[config.mk]
export PLATFORM = sky130hd
export DESIGN_NAME = cpu_out_uart
export DESIGN_NICKNAME = d
export VERILOG_FILES = /design/src/rtl/cpu_out_uart.sv
export SDC_FILE = /design/constraint.sdc
export NUM_CORES = 1
export LEC_CHECK = 0
export ABC_CLOCK_PERIOD_IN_PS = 3800
export CELL_PAD_IN_SITES_DETAIL_PLACEMENT = 2
export CELL_PAD_IN_SITES_GLOBAL_PLACEMENT = 2
export CORE_MARGIN = 2
export CORE_UTILIZATION = 40
export CTS_CLUSTER_DIAMETER = 50
export CTS_CLUSTER_SIZE = 28
export DETAILED_ROUTE_END_ITERATION = 8
export HOLD_SLACK_MARGIN = 0.03
export PLACE_DENSITY = 0.76
export SLEW_MARGIN = 20
export SYNTH_ARGS = -nofsm -noshare
export SYNTH_HDL_FRONTEND = slang
export SYNTH_SLANG_ARGS = --single-unit
[constraint.sdc]
create_clock -name CLK -period 3.8 [get_ports CLK]
set_input_delay 0.76 -clock CLK [delete_from_list [all_inputs] [get_ports CLK]]
set_output_delay 0.76 -clock CLK [all_outputs]
set_load 0.005 [all_outputs]
[src/rtl/cpu_out_uart.sv]
// cpu_out_uart: memory-mapped UART transmitter for a soft core.
// Words written at the I/O address are queued in a small FIFO and shifted out
// as four 8N1 frames each, byte 0 first, LSB first. CPUIn reports the status.
module cpu_out_uart #(
    parameter int CLKS_PER_BIT = 16,
    parameter int FIFO_DEPTH   = 4
) (
    input  logic        CLK,
    input  logic        Reset,
    input  logic [31:0] CPUOut,
    input  logic        IOWrite,
    output logic [31:0] CPUIn,
    output logic        TxD,
    output logic        Busy
);

    localparam int         PTR_W     = $clog2(FIFO_DEPTH);
    localparam logic [4:0] DEPTH     = 5'(FIFO_DEPTH);
    localparam logic [15:0] BAUD_LAST = 16'(CLKS_PER_BIT - 1);

    typedef enum logic [1:0] {IDLE, START, DATA, STOP} state_t;

    logic [31:0]      mem [FIFO_DEPTH];
    logic [PTR_W-1:0] wr_ptr, rd_ptr;
    logic [4:0]       count;
    logic             overflow;
    logic             full, push, pop, baud_done;

    state_t           state, state_nxt;
    logic [15:0]      baud_cnt, baud_nxt;
    logic [2:0]       bit_idx, bit_nxt, bit_inc;
    logic [1:0]       byte_idx, byte_nxt;
    logic             txd_nxt;
    logic [31:0]      head;
    logic [7:0]       cur_byte;

    // Occupancy drives full/empty; pointers alone cannot tell the two apart.
    assign full      = (count == DEPTH);
    assign baud_done = (baud_cnt == BAUD_LAST);
    // The head word leaves the FIFO only when byte 3's stop bit has finished.
    assign pop       = (state == STOP) && baud_done && (byte_idx == 2'd3);
    // A write into a full FIFO still fits when the head is popped on the same edge.
    assign push      = IOWrite && (!full || pop);
    assign bit_inc   = bit_idx + 3'd1;
    assign head      = mem[rd_ptr];

    assign Busy  = (count != 5'd0) || (state != IDLE);
    assign CPUIn = {24'd0, count, overflow, full, Busy};

    // Select the byte of the head word currently being framed.
    always_comb begin
        cur_byte = head[7:0];
        case (byte_idx)
            2'd0: cur_byte = head[7:0];
            2'd1: cur_byte = head[15:8];
            2'd2: cur_byte = head[23:16];
            2'd3: cur_byte = head[31:24];
            default: cur_byte = head[7:0];
        endcase
    end

    // FIFO storage; contents are data only and need no reset.
    always_ff @(posedge CLK) begin
        if (push && !Reset) begin
            mem[wr_ptr] <= CPUOut;
        end
    end

    // FIFO pointers, occupancy and the sticky overflow flag.
    always_ff @(posedge CLK) begin
        if (Reset) begin
            wr_ptr   <= '0;
            rd_ptr   <= '0;
            count    <= 5'd0;
            overflow <= 1'b0;
        end else begin
            if (push) wr_ptr <= wr_ptr + PTR_W'(1);
            if (pop)  rd_ptr <= rd_ptr + PTR_W'(1);
            case ({push, pop})
                2'b10:   count <= count + 5'd1;
                2'b01:   count <= count - 5'd1;
                default: count <= count;
            endcase
            if (IOWrite && full && !pop) overflow <= 1'b1;
        end
    end

    // Transmitter state register; TxD is registered so the line never glitches.
    always_ff @(posedge CLK) begin
        if (Reset) begin
            state    <= IDLE;
            baud_cnt <= 16'd0;
            bit_idx  <= 3'd0;
            byte_idx <= 2'd0;
            TxD      <= 1'b1;
        end else begin
            state    <= state_nxt;
            baud_cnt <= baud_nxt;
            bit_idx  <= bit_nxt;
            byte_idx <= byte_nxt;
            TxD      <= txd_nxt;
        end
    end

    // Next-state logic: the baud counter restarts at every bit boundary and
    // the line value for the coming bit is chosen at the same time.
    always_comb begin
        state_nxt = state;
        baud_nxt  = baud_cnt + 16'd1;
        bit_nxt   = bit_idx;
        byte_nxt  = byte_idx;
        txd_nxt   = TxD;
        case (state)
            IDLE: begin
                baud_nxt = 16'd0;
                txd_nxt  = 1'b1;
                if (count != 5'd0) begin
                    state_nxt = START;
                    bit_nxt   = 3'd0;
                    byte_nxt  = 2'd0;
                    txd_nxt   = 1'b0;
                end
            end
            START: begin
                if (baud_done) begin
                    state_nxt = DATA;
                    baud_nxt  = 16'd0;
                    bit_nxt   = 3'd0;
                    txd_nxt   = cur_byte[0];
                end
            end
            DATA: begin
                if (baud_done) begin
                    baud_nxt = 16'd0;
                    if (bit_idx == 3'd7) begin
                        state_nxt = STOP;
                        txd_nxt   = 1'b1;
                    end else begin
                        bit_nxt = bit_inc;
                        txd_nxt = cur_byte[bit_inc];
                    end
                end
            end
            STOP: begin
                if (baud_done) begin
                    baud_nxt = 16'd0;
                    if (byte_idx != 2'd3) begin
                        state_nxt = START;
                        byte_nxt  = byte_idx + 2'd1;
                        txd_nxt   = 1'b0;
                    end else begin
                        byte_nxt = 2'd0;
                        // Continue straight into the next word if one remains
                        // after this pop, including a word pushed on this edge.
                        if ((count > 5'd1) || push) begin
                            state_nxt = START;
                            txd_nxt   = 1'b0;
                        end else begin
                            state_nxt = IDLE;
                            txd_nxt   = 1'b1;
                        end
                    end
                end
            end
            default: begin
                state_nxt = IDLE;
                txd_nxt   = 1'b1;
            end
        endcase
    end

endmodule

==> flow_summary.toml, run 1 <==
[status]
status = "finished, final reports clean"

[finish]
antenna_cells = 0
postLayoutCoreUtil = 0.478
layout-drive-gt1-share = 0.107
layout_commonest_cell = "edfxtp_1"
final_nets = 621
area_growth_syn_to_layout_pct = 16.1
fillers = 1641
final_cell_mix = "edfxtp_1, nor2_1, mux2i_1"

[worst_setup_path]
startpoint = "count[1]$_SDFFE_PP0P_"
worstReg2RegStart = "baud_cnt[0]$_SDFF_PP0_"
start_kind = "register"
critical_path_buf_inv_count = 2
r2r_cells = 8
slowest_delay_ps = 640
critPathSlowestCell = "nor4b_1"
path_delay_family = "simple AND/OR/NAND/NOR gates"
path_cells = "inv_1 -> ha_1 -> nor4b_1 -> nand2_1 -> clkdlybuf4s50_1"
endpoint = "CPUIn[0]"
crit_arrival_ps = 2650
reg2reg_to = "mem[3][27]$_DFFE_PP_"
critical_path_peak_fanout = 6
crit_path_end_kind = "output pin"
reg2reg_slack_ps = 640
required_ps = 3040
crit_cells = 5
crit_type = "register to output pin"

[timing]
setup_viol = 0
fmax_mhz = 293
skew_ps = 13.8
slew_violations = 0
finalCriticalPeriod_ps = 3410
fin_ws_ps = 391
worstMarginPinSlew_ps = 1030
relSlewSlack = 0.316
hold_violations = 0
fin_tns_setup_ps = 0
fin_crit_sh = 0.897
rsz0062_at_grt = "no"
hold_slack_ps = 470

[power]
p_leak_nw = 2.72
ir_drop_mv = 0.347
p_switching_mw = 1.16
power_mw = 4.24
combPwrFrac = 0.117
swShare = 0.272
pwr-share-seq = 0.482
clkPwrFrac = 0.401
p_int_mw = 3.08
power_density_nw_per_um2 = 509

[clocking]
clk_latency_ps = 430
cts_root_buf = "clkbuf_16"
clk_path_buf_depth = 2
ctsResizeCount = 0
numCtsBuffers = 17
cts_tree = "built"
post-cts-setup-buffers = 0
clkSinkCount = 164
cts_hold_buf = 0
h-tree-depth = 4
path_clk_slew_ps = 70

[drt]
initialDrtViolationCount = 282
totalWireLength_um = 18200
antenna_left = 0
drc = 0
num_vias = 4384
vias_per_cell = 5.45
first_pass_iters = 4
wl_per_cell_um = 22.6

[yosys]
synth_seq_area_share = 0.636
synth_compound_area_frac = 0.0661
synthAdderAreaFrac = 0.0349
synth_xor_area_frac = 0.0220
async_reset_ff_frac = 0
syn_inst = 518
yosys_warnings = 0
avgSynthCellArea_um2 = 13.8
synth_edf_count = 128
syn-cell-area_um2 = 7170
synth_top_family_by_area = "multiplexers"
synth.area.mux_share = 0.104
yosysUniqueCellTypes = 55
yosysTopAreaCell = "edfxtp_1"
synth-seq-cells = 164
synth_top_flop_cell = "edfxtp_1"
synthSimpleGateAreaFrac = 0.0846
synthTopCellsByArea = "edfxtp_1, dfxtp_1, mux2i_1"
synth_top_area_frac = 0.536

[floorplan]
fp.dieW_um = 138
design.portCount = 69
die_h_um = 138
core_area_um2 = 17400
dieArea_um2 = 19000
start_util = 0.412
num_rows = 48

[grt]
antenna_found_initial = 0
grt_pass1_wl_um = 28100
grt_pass1_vias = 4768
grtUsageTotal = 0.205
gr-total-overflow = 0
grt_max_degree = 41

[placement]
post-place-ws_ps = 633
gp_congestion = 0.768
hpwlAfterDp_um = 12400
io_buffers = 44

[hold_path]
hp-class = "register to register"

[flow_run]
maxCapViolations = 0
## cell usage after synthesis, types with 2 or more instances
library cell	instances
xnor2_1	9
o2bb2ai_1	2
buf_2	6
and3_1	5
mux2_2	3
nand4_1	4
mux2i_1	45
nand2_1	20
nor2b_1	3
inv_1	17
xor2_1	9
nor2_1	45
mux4_2	11
a31oi_1	4
nor4_2	3
o41ai_1	2
nand2b_1	6
a211oi_1	5
buf_4	28
or3_1	4
o221ai_1	3
dfxtp_1	36
clkbuf_1	9
edfxtp_1	128
nand3_1	8
o22ai_1	15
a21oi_1	13
nor3_1	3
nor4_1	3
buf_6	3
ha_1	20
and2_1	6
nand4b_1	2
o21ai_0	17
## sequential cells by signal (all words and copies together) (netlist names), named ones only
name / count
overflow: 1
baud_cnt: 16
state: 2
rd_ptr: 2
byte_idx: 2
mem: 128
TxD: 1
bit_idx: 3
wr_ptr: 2
count: 5
## worst register-to-register path: stages (launching register included)
cell	delay [ps]
dfxtp_1	380
ha_1	220
and3_1	310
and4_1	440
nand3_2	210
a21boi_2	320
nor2b_1	270
and2_1	160
buf_4	440
## power groups by stage
stage	combinational [mW]	clock, mW	sequential [mW]
2_1_floorplan	0.318	0	2.07
3_3_place_gp	0.459	0	2.08
3_5_place_dp	0.495	0	2.08
4_1_cts	0.503	1.73	2.05
5_1_grt	0.546	1.80	2.05
6_report	0.496	1.70	2.04
## how the worst min path moves through the flow
stage                                start                      to  slack [ps]  cells after the start
floorplan           baud_cnt[0]$_SDFF_PP0_  baud_cnt[0]$_SDFF_PP0_         430                      1
global placement    baud_cnt[0]$_SDFF_PP0_  baud_cnt[0]$_SDFF_PP0_         440                      1
detailed placement  baud_cnt[0]$_SDFF_PP0_  baud_cnt[0]$_SDFF_PP0_         460                      1
CTS                 baud_cnt[0]$_SDFF_PP0_  baud_cnt[0]$_SDFF_PP0_         470                      1
global route        baud_cnt[0]$_SDFF_PP0_  baud_cnt[0]$_SDFF_PP0_         500                      1
finish              baud_cnt[0]$_SDFF_PP0_  baud_cnt[0]$_SDFF_PP0_         470                      1
## final cells by class
cell class	count	area [um^2]	area share
clock buffers	17	425	0.0511
clock inverters	15	164	0.0197
inverters	17	63.8	0.00766
multi-input cells	314	2320	0.279
flip-flops and latches	164	4570	0.549
well taps	225	282	0.0338
repair buffers	52	500	0.0601
## kinds of logic (layout without fill, tap and decap cells)
group                    count (synthesis)  in the layout
multiplexers                            60             60
AO/OA/AOI/OAI                           73             73
flip-flops                             164            164
adder cells (fa/ha/maj)                 20             20
other                                    1             24
AND/OR/NAND/NOR                        119            119
buffers and inverters                   63            101
XOR/XNOR                                18             18
## layer usage
| layer | share of wire | GRT usage | up-vias | wire, um |
|---|---|---|---|---|
| met5 | 0 | 0 | - | 0 |
| met4 | 0.015 | 0.0590 | 0 | 266 |
| met3 | 0.032 | 0.0439 | 18 | 585 |
| met2 | 0.51 | 0.349 | 99 | 9220 |
| met1 | 0.45 | 0.264 | 2280 | 8120 |
| li1 | - | - | 1987 | - |
## per-stage QoR
step / cell area (um^2) / std cells
floorplan: 7260 / 541
global placement: 7730 / 772
detailed placement: 7730 / 772
CTS: 8320 / 804
global route: 8330 / 804
finish: 8330 / 804
Note: power is estimated with default switching activity, not from simulation.
==> inputs of run 2 (changes only) <==
==> constraint.sdc (replaced) <==
create_clock -name CLK -period 3.8 [get_ports CLK]
set_input_delay 0.76 -clock CLK [delete_from_list [all_inputs] [get_ports CLK]]
set_output_delay 0.76 -clock CLK [all_outputs]
set_load 0.02 [all_outputs]
==> flow_summary.toml, run 2 (synthesis gave the netlist of run 1 again) <==
[status]
status = "finished, final reports clean"

[power]
ir_drop_mv = 0.321
clkPwrFrac = 0.407
pwr-share-seq = 0.471
power_density_nw_per_um2 = 522
combPwrFrac = 0.122
p_int_mw = 3.25
swShare = 0.253
p_switching_mw = 1.10
p_leak_nw = 2.72

[drt]
drc = 0
num_vias = 4324
totalWireLength_um = 18400
initialDrtViolationCount = 349
antenna_left = 0
first_pass_iters = 4
vias_per_cell = 5.39
wl_per_cell_um = 22.9

[grt]
gr-total-overflow = 0
grt_pass1_vias = 4852
antenna_found_initial = 0
grt_pass1_wl_um = 28700
grtUsageTotal = 0.208
grt_max_degree = 37

[finish]
area_growth_syn_to_layout_pct = 16.1
final_nets = 620
top_register = "mem"
postLayoutCoreUtil = 0.478
final_cell_mix = "edfxtp_1, nor2_1, mux2i_1"
reg_top3 = "mem: 128 flops, baud_cnt: 16 flops, count: 5 flops"
antenna_cells = 0
largest_reg_flops = 128
layout_commonest_cell = "edfxtp_1"
layout-drive-gt1-share = 0.101

[timing]
rsz0062_at_grt = "no"
hold_violations = 0
relSlewSlack = 0.313
fin_tns_setup_ps = 0
worstMarginPinSlew_ps = 1030
setup_viol = 0
hold_slack_ps = 480
fin_ws_ps = 295
fmax_mhz = 285
fin_crit_sh = 0.922
finalCriticalPeriod_ps = 3510
slew_violations = 0
skew_ps = 13.1

[placement]
post-place-ws_ps = 700
gp_congestion = 0.753
hpwlAfterDp_um = 12200
io_buffers = 44

[clocking]
numCtsBuffers = 17
cts_tree = "built"
cts_root_buf = "clkbuf_16"
path_clk_slew_ps = 60
h-tree-depth = 4
ctsResizeCount = 0
cts_hold_buf = 0
clk_latency_ps = 430
post-cts-setup-buffers = 0
clkSinkCount = 164
clk_path_buf_depth = 2

[flow_run]
maxCapViolations = 0

[worst_setup_path]
slowest_delay_ps = 690
crit_type = "register to output pin"
required_ps = 3040
crit_arrival_ps = 2750
path_cells = "inv_1 -> ha_1 -> nor4b_1 -> nand2_1 -> clkdlybuf4s50_1"
critical_path_peak_fanout = 6
crit_path_end_kind = "output pin"
critPathSlowestCell = "nor4b_1"
start_kind = "register"
reg2reg_slack_ps = 560

[floorplan]
start_util = 0.412
design.portCount = 69
core_area_um2 = 17400
fp.dieW_um = 138
num_rows = 48
dieArea_um2 = 19000
die_h_um = 138

[hold_path]
hp-class = "register to register"
-- run 2: changes by cell type in the layout (fill, tap and decap cells not counted), moves of 2 or more --
cell,change
inv_6,+2
clkinv_4,-2
clkinv_8,-3
bufinv_16,+3
inv_8,-4
-- run 2: layout make-up --
| cell class | instances | area [um^2] |
|---|---|---|
| clock buffers | 18 | 429 |
| clock inverters | 13 | 171 |
| fillers | 1674 | 9090 |
| inverters | 17 | 63.8 |
| multi-input cells | 314 | 2320 |
| flip-flops and latches | 164 | 4570 |
| well taps | 225 | 282 |
| repair buffers | 51 | 493 |
-- run 2: power groups by stage --
stage,Combinational [mW],Sequential (mW),Clock [mW]
CTS,0.539,2.05,1.80
global route,0.588,2.05,1.86
global placement,0.497,2.08,0
floorplan,0.348,2.07,0
finish,0.532,2.05,1.77
detailed placement,0.530,2.08,0
-- run 2: worst paths after layout --
kind	startpoint	endpoint	cells past startpoint
setup / recovery	count[1]$_SDFFE_PP0P_	Busy	5
hold / removal	overflow$_SDFFE_PP0P_	overflow$_SDFFE_PP0P_	2
hold reg to reg	overflow$_SDFFE_PP0P_	overflow$_SDFFE_PP0P_	2
setup reg to reg	baud_cnt[0]$_SDFF_PP0_	mem[3][29]$_DFFE_PP_	8
-- run 2: metal layers --
metal  up-vias  track usage  wire length, um  part of all wire
li1       1979            -                -                 -
met1      2227        0.269             8030              0.44
met2        97        0.355             9420              0.51
met3        21       0.0424              634             0.035
met4         0       0.0607              291             0.016
met5         -            0                0                 0
-- run 2: metrics by stage --
stage | instances | total power, mW | instance area [um^2]
6_report | 802 | 4.35 | 8330
5_1_grt | 802 | 4.50 | 8330
3_3_place_gp | 771 | 2.57 | 7730
3_5_place_dp | 771 | 2.61 | 7730
2_1_floorplan | 541 | 2.42 | 7260
4_1_cts | 802 | 4.39 | 8330
-- run 2: worst max-delay path, delay by kind of cell (launching register included) --
family	cells	cell delay [ps]
adders and majority gates	1	210
buffers and inverters	2	760
DFF	1	370
and+or+nand+nor	2	980
==> inputs of run 3 (changes only) <==
ABC_CLOCK_PERIOD_IN_PS = 4200   (was 3800)
CORE_MARGIN = 5   (was 2)
CORE_UTILIZATION = 43   (was 40)
PLACE_DENSITY = 0.81   (was 0.76)
clock period = 4.2 ns   (was 3.8 ns; I/O delays follow)
==> flow_summary.toml, run 3 (synthesis gave the netlist of run 1 again) <==
[floorplan]
design.portCount = 69
dieArea_um2 = 19400
fp.dieW_um = 139
num_rows = 47
start_util = 0.436
die_h_um = 139
core_area_um2 = 16500

[grt]
gr-total-overflow = 0
grt_pass1_wl_um = 30600
grt_pass1_vias = 5135
antenna_found_initial = 0
grtUsageTotal = 0.210
grt_max_degree = 34

[finish]
antenna_cells = 0
final_cell_mix = "edfxtp_1, nor2_1, mux2i_1"
postLayoutCoreUtil = 0.506
layout_commonest_cell = "edfxtp_1"
final_nets = 622
layout-drive-gt1-share = 0.109
multi_input_area_um2 = 2320
largest_reg_flops = 128
reg_top3 = "mem: 128 flops, baud_cnt: 16 flops, count: 5 flops"
area_growth_syn_to_layout_pct = 16.2
stdcell_count = 800
regArea_um2 = 4570
top_register = "mem"
fillers = 1548

[timing]
skew_ps = 14.9
fin_crit_sh = 0.828
relSlewSlack = 0.336
worstMarginPinSlew_ps = 996
finalCriticalPeriod_ps = 3480
rsz0062_at_grt = "no"
setup_viol = 0
fin_tns_setup_ps = 0
hold_violations = 0
slew_violations = 0
fmax_mhz = 287
hold_slack_ps = 483

[drt]
drt-met1-wl_um = 7890
wl_per_cell_um = 24.8
totalWireLength_um = 19800
met2WireLength_um = 10100
dr_wl_met3_um = 1200
vias_per_cell = 5.64
drc = 0
antenna_left = 0
routed.top_layer = "met4"
first_pass_iters = 4
num_vias = 4512
initialDrtViolationCount = 308

[worst_setup_path]
crit_path_end_kind = "output pin"
crit_arrival_ps = 2640
required_ps = 3360
crit_type = "register to output pin"
start_kind = "register"
critical_path_peak_fanout = 6

[placement]
placedCellCount = 768
gp_congestion = 0.769
io_buffers = 44
hpwlAfterDp_um = 13100

[power]
ir_drop_mv = 0.301
p_leak_nw = 2.74
power_density_nw_per_um2 = 471

[clocking]
cts_tree = "built"
post-cts-setup-buffers = 0
clk_path_buf_depth = 2
numCtsBuffers = 17
cts_root_buf = "clkbuf_16"
h-tree-depth = 4
cts_hold_buf = 0
clk_latency_ps = 450
ctsResizeCount = 0
path_clk_slew_ps = 70
clkSinkCount = 164

[flow_run]
maxCapViolations = 0

[hold_path]
hp-class = "register to register"

[status]
status = "finished, final reports clean"
## run 3: per-stage QoR
| step | worst slack [ps] | power, mW | instance area (um^2) |
|---|---|---|---|
| detailed placement | 1010 | 2.36 | 7730 |
| global route | 579 | 4.08 | 8340 |
| CTS | 681 | 3.96 | 8340 |
| global placement | 1130 | 2.33 | 7730 |
| floorplan | 1310 | 2.19 | 7260 |
| finish | 720 | 3.93 | 8340 |
## run 3: path summary, 6_finish.rpt
path                               start                     end  slack [ps]  cells past startpoint
hold reg to reg   baud_cnt[0]$_SDFF_PP0_  baud_cnt[0]$_SDFF_PP0_         480                      1
setup / recovery   count[1]$_SDFFE_PP0P_                    Busy         720                      5
setup reg to reg  baud_cnt[0]$_SDFF_PP0_    mem[0][13]$_DFFE_PP_        1010                      8
hold / removal    baud_cnt[0]$_SDFF_PP0_  baud_cnt[0]$_SDFF_PP0_         480                      1
## run 3: area by class of cell
cell class                      instances  share of cell area
Clock buffer                           17              0.0510
Clock inverter                         15              0.0212
Inverter                               17             0.00765
Multi-Input combinational cell        314               0.279
Sequential cell                       164               0.548
Tap cell                              220              0.0330
Timing Repair Buffer                   53              0.0609
## run 3: layer usage
layer / vias up / global-route usage
met5: - / 0
met4: 0 / 0.101
met3: 44 / 0.0579
met2: 170 / 0.357
met1: 2306 / 0.246
li1: 1992 / -
## run 3: worst max-delay path, stage by stage, from the launching register on
cell and delay, ps:
dfxtp_1 360, inv_1 140, ha_1 210, nor4b_1 550, nand2_1 310, clkdlybuf4s50_1 620
## run 3: report_power, final
part | switching (mW) | internal, mW | total (mW)
Clock | 0.783 | 0.805 | 1.59
Sequential | 0.0425 | 1.81 | 1.85
Combinational | 0.301 | 0.187 | 0.488
